### src/rtl/pipe_stall_ctrl_if.sv
// Handshake bundle between the pipeline stages and the central stall/flush controller.
// The master side is the pipeline (requesters); the slave side is pipe_stall_ctrl.
interface pipe_stall_ctrl_if #(
    parameter int STALL_W = 8,
    parameter int TMR_W   = 6,
    parameter int CNT_W   = 32,
    parameter int LVL_W   = $clog2(STALL_W)
);
    logic [STALL_W-1:0] stallreq;
    logic               mc_start;
    logic [TMR_W-1:0]   mc_len;
    logic               mc_done;
    logic               flush_req;
    logic [LVL_W-1:0]   flush_lvl;
    logic               flush_ack;
    logic [STALL_W-1:0] stall;
    logic [STALL_W-1:0] flush;
    logic               stall_timeout;
    logic [CNT_W-1:0]   stall_cycles;
    logic [CNT_W-1:0]   flush_count;

    modport master (
        output stallreq, mc_start, mc_len, flush_req, flush_lvl,
        input  mc_done, flush_ack, stall, flush, stall_timeout, stall_cycles, flush_count
    );

    modport slave (
        input  stallreq, mc_start, mc_len, flush_req, flush_lvl,
        output mc_done, flush_ack, stall, flush, stall_timeout, stall_cycles, flush_count
    );
endinterface

### src/rtl/pipe_stall_ctrl.sv
// Central pipeline hazard controller: merges stage stall requests with a multi-cycle-op
// timer into one hold vector, arbitrates flushes, and keeps a watchdog and perf counters.
module pipe_stall_ctrl #(
    parameter int STALL_W    = 8,
    parameter int MC_STAGE   = 4,
    parameter int TMR_W      = 6,
    parameter int WDOG_LIMIT = 1023,
    parameter int CNT_W      = 32
) (
    input  logic             clk,
    input  logic             rst_n,
    pipe_stall_ctrl_if.slave bus
);

    localparam int LVL_W = $clog2(STALL_W);
    localparam int WD_W  = $clog2(WDOG_LIMIT + 1);
    localparam logic [LVL_W-1:0] MAX_LVL = LVL_W'(STALL_W - 2);
    localparam logic [LVL_W-1:0] MC_LVL  = LVL_W'(MC_STAGE);

    typedef enum logic {
        IDLE,
        MCYC
    } mc_state_t;

    mc_state_t          state, state_nxt;
    logic [TMR_W-1:0]   mc_cnt, mc_cnt_nxt;
    logic [TMR_W-1:0]   mc_l;
    logic               mc_active_raw;
    logic               mc_done_c;
    logic [STALL_W-1:0] req_mask;
    logic [STALL_W-1:0] mc_mask;
    logic [STALL_W-1:0] stall_raw;
    logic [STALL_W-1:0] chk_raw;
    logic [STALL_W-1:0] flush_mask;
    logic [LVL_W-1:0]   f_lvl;
    logic               killed;
    logic               accept;
    logic               kill_now;
    logic [WD_W-1:0]    wd_cnt;
    logic               timeout_q;
    logic [CNT_W-1:0]   stall_cycles_q;
    logic [CNT_W-1:0]   flush_count_q;

    // Ones over bits [k:0]; a shift past the top bit yields an all-ones mask.
    function automatic logic [STALL_W-1:0] ones_upto(input logic [LVL_W-1:0] k);
        return ~({STALL_W{1'b1}} << (32'(k) + 32'd1));
    endfunction

    // The highest requesting stage wins; it holds itself and everything upstream.
    always_comb begin
        req_mask = '0;
        for (int i = 0; i < STALL_W; i++) begin
            if (bus.stallreq[i]) begin
                req_mask = ones_upto(LVL_W'(i));
            end
        end
    end

    assign mc_l          = (bus.mc_len == '0) ? TMR_W'(1) : bus.mc_len;
    assign mc_active_raw = (state == MCYC) || ((state == IDLE) && bus.mc_start);
    assign mc_mask       = mc_active_raw ? ones_upto(MC_LVL) : '0;
    assign stall_raw     = req_mask | mc_mask;

    // A flush that reaches the MC stage kills the op, so its hold cannot block the flush.
    assign f_lvl      = (bus.flush_lvl > MAX_LVL) ? MAX_LVL : bus.flush_lvl;
    assign killed     = (f_lvl >= MC_LVL);
    assign flush_mask = ones_upto(f_lvl);
    assign chk_raw    = req_mask | (killed ? '0 : mc_mask);
    assign accept     = bus.flush_req && ((chk_raw & ~flush_mask) == '0);
    assign kill_now   = accept && killed;

    always_comb begin
        state_nxt  = state;
        mc_cnt_nxt = mc_cnt;
        mc_done_c  = 1'b0;
        case (state)
            IDLE: begin
                if (bus.mc_start && !kill_now) begin
                    if (mc_l == TMR_W'(1)) begin
                        mc_done_c = 1'b1;
                    end else begin
                        state_nxt  = MCYC;
                        mc_cnt_nxt = mc_l - TMR_W'(1);
                    end
                end
            end
            MCYC: begin
                if (kill_now) begin
                    state_nxt  = IDLE;
                    mc_cnt_nxt = '0;
                end else if (mc_cnt == TMR_W'(1)) begin
                    mc_done_c  = 1'b1;
                    state_nxt  = IDLE;
                    mc_cnt_nxt = '0;
                end else begin
                    mc_cnt_nxt = mc_cnt - TMR_W'(1);
                end
            end
            default: begin
                state_nxt  = IDLE;
                mc_cnt_nxt = '0;
            end
        endcase
    end

    always_ff @(posedge clk or negedge rst_n) begin
        if (!rst_n) begin
            state  <= IDLE;
            mc_cnt <= '0;
        end else begin
            state  <= state_nxt;
            mc_cnt <= mc_cnt_nxt;
        end
    end

    // Watchdog counts consecutive PC-hold cycles; the timeout flag stays set until reset.
    always_ff @(posedge clk or negedge rst_n) begin
        if (!rst_n) begin
            wd_cnt    <= '0;
            timeout_q <= 1'b0;
        end else if (bus.stall[0]) begin
            if (wd_cnt != WD_W'(WDOG_LIMIT)) begin
                wd_cnt <= wd_cnt + WD_W'(1);
            end
            if (wd_cnt >= WD_W'(WDOG_LIMIT - 1)) begin
                timeout_q <= 1'b1;
            end
        end else begin
            wd_cnt <= '0;
        end
    end

    always_ff @(posedge clk or negedge rst_n) begin
        if (!rst_n) begin
            stall_cycles_q <= '0;
            flush_count_q  <= '0;
        end else begin
            if (bus.stall[0] && (stall_cycles_q != '1)) begin
                stall_cycles_q <= stall_cycles_q + CNT_W'(1);
            end
            if (bus.flush_ack && (flush_count_q != '1)) begin
                flush_count_q <= flush_count_q + CNT_W'(1);
            end
        end
    end

    assign bus.stall         = (rst_n && !accept) ? stall_raw : '0;
    assign bus.flush         = (rst_n && accept) ? flush_mask : '0;
    assign bus.flush_ack     = rst_n && accept;
    assign bus.mc_done       = rst_n && mc_done_c;
    assign bus.stall_timeout = timeout_q;
    assign bus.stall_cycles  = stall_cycles_q;
    assign bus.flush_count   = flush_count_q;

endmodule

### src/flat_wrapper.sv
// flat-port wrapper written by rule: the top's interface ports become plain ports
module pipe_stall_ctrl_flat 
#(
    parameter int STALL_W    = 8,
    parameter int MC_STAGE   = 4,
    parameter int TMR_W      = 6,
    parameter int WDOG_LIMIT = 1023,
    parameter int CNT_W      = 32
)
  (clk, rst_n, bus_stallreq, bus_mc_start, bus_mc_len, bus_flush_req, bus_flush_lvl, bus_mc_done, bus_flush_ack, bus_stall, bus_flush, bus_stall_timeout, bus_stall_cycles, bus_flush_count);
  pipe_stall_ctrl_if #(.STALL_W(STALL_W), .TMR_W(TMR_W), .CNT_W(CNT_W)) bus_i ();
  input  logic clk;
  input  logic rst_n;
  input wire logic [$bits(bus_i.stallreq)-1:0] bus_stallreq;
  input wire logic [$bits(bus_i.mc_start)-1:0] bus_mc_start;
  input wire logic [$bits(bus_i.mc_len)-1:0] bus_mc_len;
  input wire logic [$bits(bus_i.flush_req)-1:0] bus_flush_req;
  input wire logic [$bits(bus_i.flush_lvl)-1:0] bus_flush_lvl;
  output wire logic [$bits(bus_i.mc_done)-1:0] bus_mc_done;
  output wire logic [$bits(bus_i.flush_ack)-1:0] bus_flush_ack;
  output wire logic [$bits(bus_i.stall)-1:0] bus_stall;
  output wire logic [$bits(bus_i.flush)-1:0] bus_flush;
  output wire logic [$bits(bus_i.stall_timeout)-1:0] bus_stall_timeout;
  output wire logic [$bits(bus_i.stall_cycles)-1:0] bus_stall_cycles;
  output wire logic [$bits(bus_i.flush_count)-1:0] bus_flush_count;
  assign bus_i.stallreq = bus_stallreq;
  assign bus_i.mc_start = bus_mc_start;
  assign bus_i.mc_len = bus_mc_len;
  assign bus_i.flush_req = bus_flush_req;
  assign bus_i.flush_lvl = bus_flush_lvl;
  assign bus_mc_done = bus_i.mc_done;
  assign bus_flush_ack = bus_i.flush_ack;
  assign bus_stall = bus_i.stall;
  assign bus_flush = bus_i.flush;
  assign bus_stall_timeout = bus_i.stall_timeout;
  assign bus_stall_cycles = bus_i.stall_cycles;
  assign bus_flush_count = bus_i.flush_count;
  pipe_stall_ctrl #(.STALL_W(STALL_W), .MC_STAGE(MC_STAGE), .TMR_W(TMR_W), .WDOG_LIMIT(WDOG_LIMIT), .CNT_W(CNT_W)) u_core (.clk(clk), .rst_n(rst_n), .bus(bus_i));
endmodule
### config.mk
export PLATFORM = sky130hd
export DESIGN_NAME = pipe_stall_ctrl_flat
export DESIGN_NICKNAME = d
export VERILOG_FILES = /design/src/rtl/pipe_stall_ctrl_if.sv /design/src/rtl/pipe_stall_ctrl.sv /design/src/flat_wrapper.sv
export SDC_FILE = /design/constraint.sdc
export NUM_CORES = 1
export LEC_CHECK = 0
export BUFFER_PORTS_ARGS = -buffer_cell sky130_fd_sc_hd__buf_2
export CAP_MARGIN = 25
export CORE_MARGIN = 8
export CORE_UTILIZATION = 40
export CTS_BUF_LIST = sky130_fd_sc_hd__clkbuf_2
export DETAILED_ROUTE_END_ITERATION = 16
export PLACE_DENSITY_LB_ADDON = 0.2
export SYNTH_ARGS = -nofsm -noshare
export SYNTH_HDL_FRONTEND = slang
export SYNTH_SLANG_ARGS = --single-unit
### constraint.sdc
create_clock -name clk -period 4.1 [get_ports clk]
set_input_delay 0.205 -clock clk [delete_from_list [all_inputs] [get_ports clk]]
set_output_delay 0.205 -clock clk [all_outputs]
set_load 0.01 [all_outputs]
## After elaboration in Yosys (flattened, before gate mapping)

Cells that the tools add are included.

- Flip-flop bits (word level): 82
- Bits of input ports: 21
- Output and inout port bits: 83
- Logic and storage cells: 77

- $add $sub $neg: 6
- Order comparisons: 3
- Equal/unequal tests: 8
- Shift-type cells: 1
- Muxes and demuxes: 31
- Bitwise operators: 6
- Reduce and logical (&&, ||, !) cells: 16

Operators by type and width:

| operator | count |
|---|---|
| $mux W8 | 10 |
| $add A32 B1 Y32 const B | 2 |
| $ne A32 B32 Y1 const B | 2 |
| $shl A8 B32 Y8 const A | 1 |
| $mux W6 | 5 |
| $mux W10 | 2 |
| $not A8 Y8 | 2 |
| $or A8 B8 Y8 | 2 |
| $eq A6 B1 Y1 const B | 2 |
| $pmux W6 S2 | 1 |
| $sub A6 B1 Y6 const B | 2 |
| $add A10 B1 Y10 const B | 1 |
| $ge A10 B10 Y1 const B | 1 |
| $ne A10 B10 Y1 const B | 1 |
| $logic_and A1 B1 Y1 | 9 |
| $mux W1 | 9 |
| $and A8 B8 Y8 | 1 |
| $logic_not A8 Y1 | 1 |
| $logic_not A6 Y1 | 1 |
| $ne A2 B2 Y1 const B | 3 |
| $mux W5 | 1 |
| $add A3 B1 Y4 const B | 1 |
| $pmux W1 S2 | 2 |
| $reduce_and A2 Y1 | 2 |
| other kinds (6) | 7 |

## Logic depth before layout (Yosys ltp)

- Depth after elaboration: 18
- Depth in mapped cells: 14
- Mapped depth without buffers: 12

## Worst setup path after synthesis

OpenSTA, ideal clock, no wires.

- Path type: input to register
- From: input bus_flush_lvl[1]
- To: register u_core.flush_count_q[27] (netlist: u_core.bus.flush_count[27])
- Library setup time: 126 ps
- Data arrival time: 3,023 ps
- Data required time: 3,974 ps
- Setup slack: 952 ps
- Stages: 14
- Buffers on the path: 2
- Cells stage by stage: nand2_1 -> and2_1 -> ha_1 -> clkbuf_1 -> a21bo_2 -> a221o_1 -> or4_1 -> or3_1 -> buf_2 -> clkinv_2 -> and4_1 -> and3_4 -> nand4_1 -> xnor2_1

- Longest elaborated chain between the ends: 11
- Elaborated cells on any way between the ends: 14
- Those cells by class: add/sub (1); order compare (2); shift (1); mux (2); bitwise (4); reduce/logical (4)

RTL lines:

| element | line | text |
|---|---|---|
| from (decl) | flat_wrapper.sv:18 | `input wire logic [$bits(bus_i.flush_lvl)-1:0] bus_flush_lvl;` |
| $gt A3 B3 Y1 | pipe_stall_ctrl.sv:65 | `assign f_lvl = (bus.flush_lvl > MAX_LVL) ? MAX_LVL : bus.flush_lvl;` |
| $mux W3 (*) | pipe_stall_ctrl.sv:65 |  |
| $add A3 B1 Y4 | pipe_stall_ctrl.sv:46 | `return ~({STALL_W{1'b1}} << (32'(k) + 32'd1));` |
| $shl A8 B32 Y8 | pipe_stall_ctrl.sv:46 |  |
| $not A8 Y8 | pipe_stall_ctrl.sv:46 |  |
| $not A8 Y8 | pipe_stall_ctrl.sv:69 | `assign accept = bus.flush_req && ((chk_raw & ~flush_mask) == '0);` |
| $and A8 B8 Y8 (*) | pipe_stall_ctrl.sv:69 |  |
| $logic_not A8 Y1 (*) | pipe_stall_ctrl.sv:69 |  |
| $logic_and A1 B1 Y1 (*) | pipe_stall_ctrl.sv:69 |  |
| $logic_and A1 B1 Y1 (*) | pipe_stall_ctrl.sv:149 | `assign bus.flush_ack = rst_n && accept;` |
| named net bus_flush_ack | flat_wrapper.sv:20 | `output wire logic [$bits(bus_i.flush_ack)-1:0] bus_flush_ack;` |
| $logic_and A1 B1 Y1 (*) | pipe_stall_ctrl.sv:141 | `if (bus.flush_ack && (flush_count_q != '1)) begin` |
| to (signal assigned) | pipe_stall_ctrl.sv:142 | `flush_count_q <= flush_count_q + CNT_W'(1);` |
| to (decl) | pipe_stall_ctrl.sv:42 | `logic [CNT_W-1:0] flush_count_q;` |

The timed path passes the listed nets; every way through them passes the cells marked *.
A chain may end at the register's enable or synchronous reset.

## Final worst setup path

- From: register u_core.state
- To: output bus_stall[0]

- Longest elaborated chain between the ends: 12
- Elaborated cells on any way between the ends: 13
- Those cells by class: mux (3); bitwise (4); reduce/logical (6)

RTL lines:

| element | line | text |
|---|---|---|
| from (decl) | pipe_stall_ctrl.sv:25 | `mc_state_t state, state_nxt;` |
| from (signal assigned) | pipe_stall_ctrl.sv:111 | `state <= state_nxt;` |
| $not A1 Y1 | pipe_stall_ctrl.sv:60 | `assign mc_active_raw = (state == MCYC) \|\| ((state == IDLE) && bus.mc_start);` |
| $logic_and A1 B1 Y1 | pipe_stall_ctrl.sv:60 |  |
| $logic_or A1 B1 Y1 (*) | pipe_stall_ctrl.sv:60 |  |
| $mux W5 (*) | pipe_stall_ctrl.sv:61 | `assign mc_mask = mc_active_raw ? ones_upto(MC_LVL) : '0;` |
| $mux W8 | pipe_stall_ctrl.sv:68 | `assign chk_raw = req_mask \| (killed ? '0 : mc_mask);` |
| $or A8 B8 Y8 | pipe_stall_ctrl.sv:68 |  |
| $and A8 B8 Y8 | pipe_stall_ctrl.sv:69 |  |
| $logic_not A8 Y1 | pipe_stall_ctrl.sv:69 |  |
| $logic_and A1 B1 Y1 | pipe_stall_ctrl.sv:69 |  |
| $logic_not A1 Y1 | pipe_stall_ctrl.sv:147 | `assign bus.stall = (rst_n && !accept) ? stall_raw : '0;` |
| $logic_and A1 B1 Y1 | pipe_stall_ctrl.sv:147 |  |
| $mux W8 (*) | pipe_stall_ctrl.sv:147 |  |
| to (decl) | flat_wrapper.sv:21 | `output wire logic [$bits(bus_i.stall)-1:0] bus_stall;` |

Every way passes the cells marked *; elsewhere a longest branch is shown, timed or not.

==> metrics.csv <==
metric,value,unit
status,completed,
leading register cell type out of synthesis,dfrtp_1,
Power Density,346.9,nW/µm²
HPWL after DPL,7839,µm
total CTS buffers,9,
clk_skew,0.02305,ns
Avg WL per Cell,14.94,µm
Setup crit end kind,output port,
clk buf depth,2,
critical path's slowest cell,dfrtp_1,
initial antenna violation count,0,
nets,588,
first-pass GRT wire length,17760,µm
drt drc,0,
GP Congestion,0.8907,
crit-path most repeated cell,or2_2,
post-synthesis sequential area ratio,46.95,%
Post-DRT Antenna Nets,0,
"Req. time, crit path",3.89,ns
Synth Register Bits,82,
"Async S/R FF share, synth",100.0,%
core box area,10750,µm²
post-placement cell count,684,
Area Growth Syn to Fin,17.46,%
Final Hold Fails,0,
routed via count,3661,
number of synthesized flops with an enable pin,0,
Synth Net Count,481,
HP Class,primary input to flop,
Crit Path Max Fanout,15,
CTS Root Buffer Type,clkbuf_2,
Rows,38,
DRT iter0 DRCs,147,
synthesized area,4370,µm²
post-route clock period utilization,87.78,%
vias in the first global route,3683,
fin. max-slew vios,0,
pin count of the biggest net entering global routing,54,
Synth Warn #,0,
Hold Slack,0.1585,ns
largest delay contributor family on the critical path,simple AND/OR/NAND/NOR gates,
Die Span Y,120.5,µm
I/O pins,104,
non-filler cells in the finished layout,701,
ANT cells,0,
Max Cap Viol,0,
setup TNS,0,ns
Final Util,47.78,%
share of cells above drive strength 1,24.06,%
vias per cell,5.223,
CP Launch Type,flop,
Synth area leaders,"dfrtp_1 (47%), xnor2_1 (11%), nor2_1 (3.8%)",
fmax,277.8,MHz
"commonest non-fill, non-tap cells in the layout","buf_2 (102), dfrtp_1 (82), xnor2_1 (55)",
insertion delay to the later sink of the worst-skew pair,0.52,ns
H-tree depth,3,
CTS tree,yes,
worst-margin pin slew,0.9355,ns
RSZ-0062 raised after global routing,no,
top-area cell type share of the netlist area,46.95,%
total wire length,10470,µm
Max IR drop VDD,0.1674,mV
data arrival time of the worst path,3.39,ns
initial core utilization,40.67,%
number of setup violations in the final report,0,
syn_area_per_cell,9.712,µm²
CP Cell Sequence,"or3_1, nor4_2, o221ai_1, or2_2, o21ai_1, or2_2, inv_1, buf_2",
WP buf/inv,2,
DIE AREA,14530,µm²
"most common cell after layout, fill and taps aside",buf_2,
critical path class,flop to output port,
Cell variety after synth,49,
IO Port Bufs,102,
Chip Width,120.5,µm
drt pass-1 iters,4,
Static Leakage,2.525,nW
Total Routing Usage GR,14.89,%
Max-slew headroom,37.41,%
Worst-path clk slew,0.22,ns
crit-path max cell delay,0.58,ns
clk sink count,82,
cell taking the most area after synthesis,dfrtp_1,
post-layout min period,3.599,ns
cell count after synthesis,450,
gr ovfl total,0,
-- state kept, by name, indices dropped and copies added, names as in the netlist --
signal / cells
u_core.bus.flush_count: 32
u_core.bus.stall_cycles: 32
u_core.wd_cnt: 10
u_core.mc_cnt: 6
u_core.bus.stall_timeout: 1
u_core.state: 1
-- layer usage --
layer / global-route usage, % / up-vias / part of all wire, %
met1: 18.16 / 1790 / 44
met3: 5.781 / 12 / 6.2
met4: 4.137 / 0 / 1.0
met2: 24.00 / 73 / 48
li1: - / 1786 / -
met5: 0 / - / 0
-- kinds of logic (layout without fill, tap and decap cells) --
group	Yosys count	in the layout	synth area share, %
muxes	3	3	0.7443
xor gates and xnor gates	72	72	14.43
DFF	82	82	46.95
AOI/OAI and AO/OA	41	41	5.897
adders and majority gates	10	10	2.863
other	1	1	0.08580
buffers and inverters	27	138	2.662
and+or+nand+nor	214	214	26.37
-- synthesized netlist by cell type, types with 2 or more instances --
master and instances:
or2_2 7, clkbuf_1 6, and3_1 18, nor3b_1 3, nand2b_1 3, nor3_1 11, o22ai_1 2, a22o_1 2
nand3_1 27, nor2_1 44, a21oi_1 9, nor4_1 6, o31ai_1 2, a31oi_1 4, or4_1 3, o21ai_0 11
buf_4 2, a211oi_1 2, buf_2 5, ha_1 10, nand4_1 23, xor2_1 17, or3_1 5, nor2b_1 2
dfrtp_1 82, inv_1 12, nand2_1 36, xnor2_1 55, mux2_2 2, and4_1 12, and2_1 9
-- cell type report --
type                       instances  area (µm²)
clock inverter                     6       33.78
clock buffer                       9       45.04
tap                              140       175.2
sequential                        82        2052
fill                            1096        5612
inverter                          13       50.05
timing repair buffer             110       575.6
multi-input combinational        341        2202
-- timing repair --
action                     CTS  global route
hold buffers                 2             0
setup endpoints to repair    0             0
resized for setup            0             0
hold endpoints to repair    33             0
setup buffers                0             0
-- path summary, 6_finish.rpt --
kind	startpoint	end	slack [ns]	cells past startpoint
hold reg to reg	u_core.bus.stall_timeout$_DFFE_PN0P_	u_core.bus.stall_timeout$_DFFE_PN0P_	0.50	2
setup / recovery	u_core.state$_DFF_PN0_	bus_stall[0]	0.50	8
hold / removal	bus_mc_len[2]	u_core.mc_cnt[2]$_DFFE_PN0P_	0.16	4
setup reg to reg	u_core.state$_DFF_PN0_	u_core.bus.stall_cycles[27]$_DFFE_PN0P_	0.91	8
max in group asynchronous	rst_n	u_core.bus.flush_count[11]$_DFFE_PN0P_	2.89	3
min in group asynchronous	rst_n	u_core.bus.stall_cycles[23]$_DFFE_PN0P_	0.17	2
-- power by group --
part           leakage, nW  switching, mW  internal (mW)  total (mW)
logic                 1.37          0.246          0.185       0.431
clock network       0.0530          0.282         0.0728       0.355
registers             1.10          0.102          0.893       0.995
total                 2.53          0.630           1.15        1.78
-- tightest hold or removal path, cell delays in order --
cell and delay, ns:
buf_2 0.11, xnor2_1 0.07, o22ai_1 0.12, a22o_1 0.14
-- metrics by stage --
stage	setup slack, ns	area, µm²	total power [mW]
floorplan	0.9516	4370	1.277
global placement	0.6118	5030	1.435
detailed placement	0.4684	5035	1.445
CTS	0.4335	5134	1.808
global route	0.1635	5134	1.911
finish	0.5008	5134	1.781
Power figures use the tool's default switching activity.
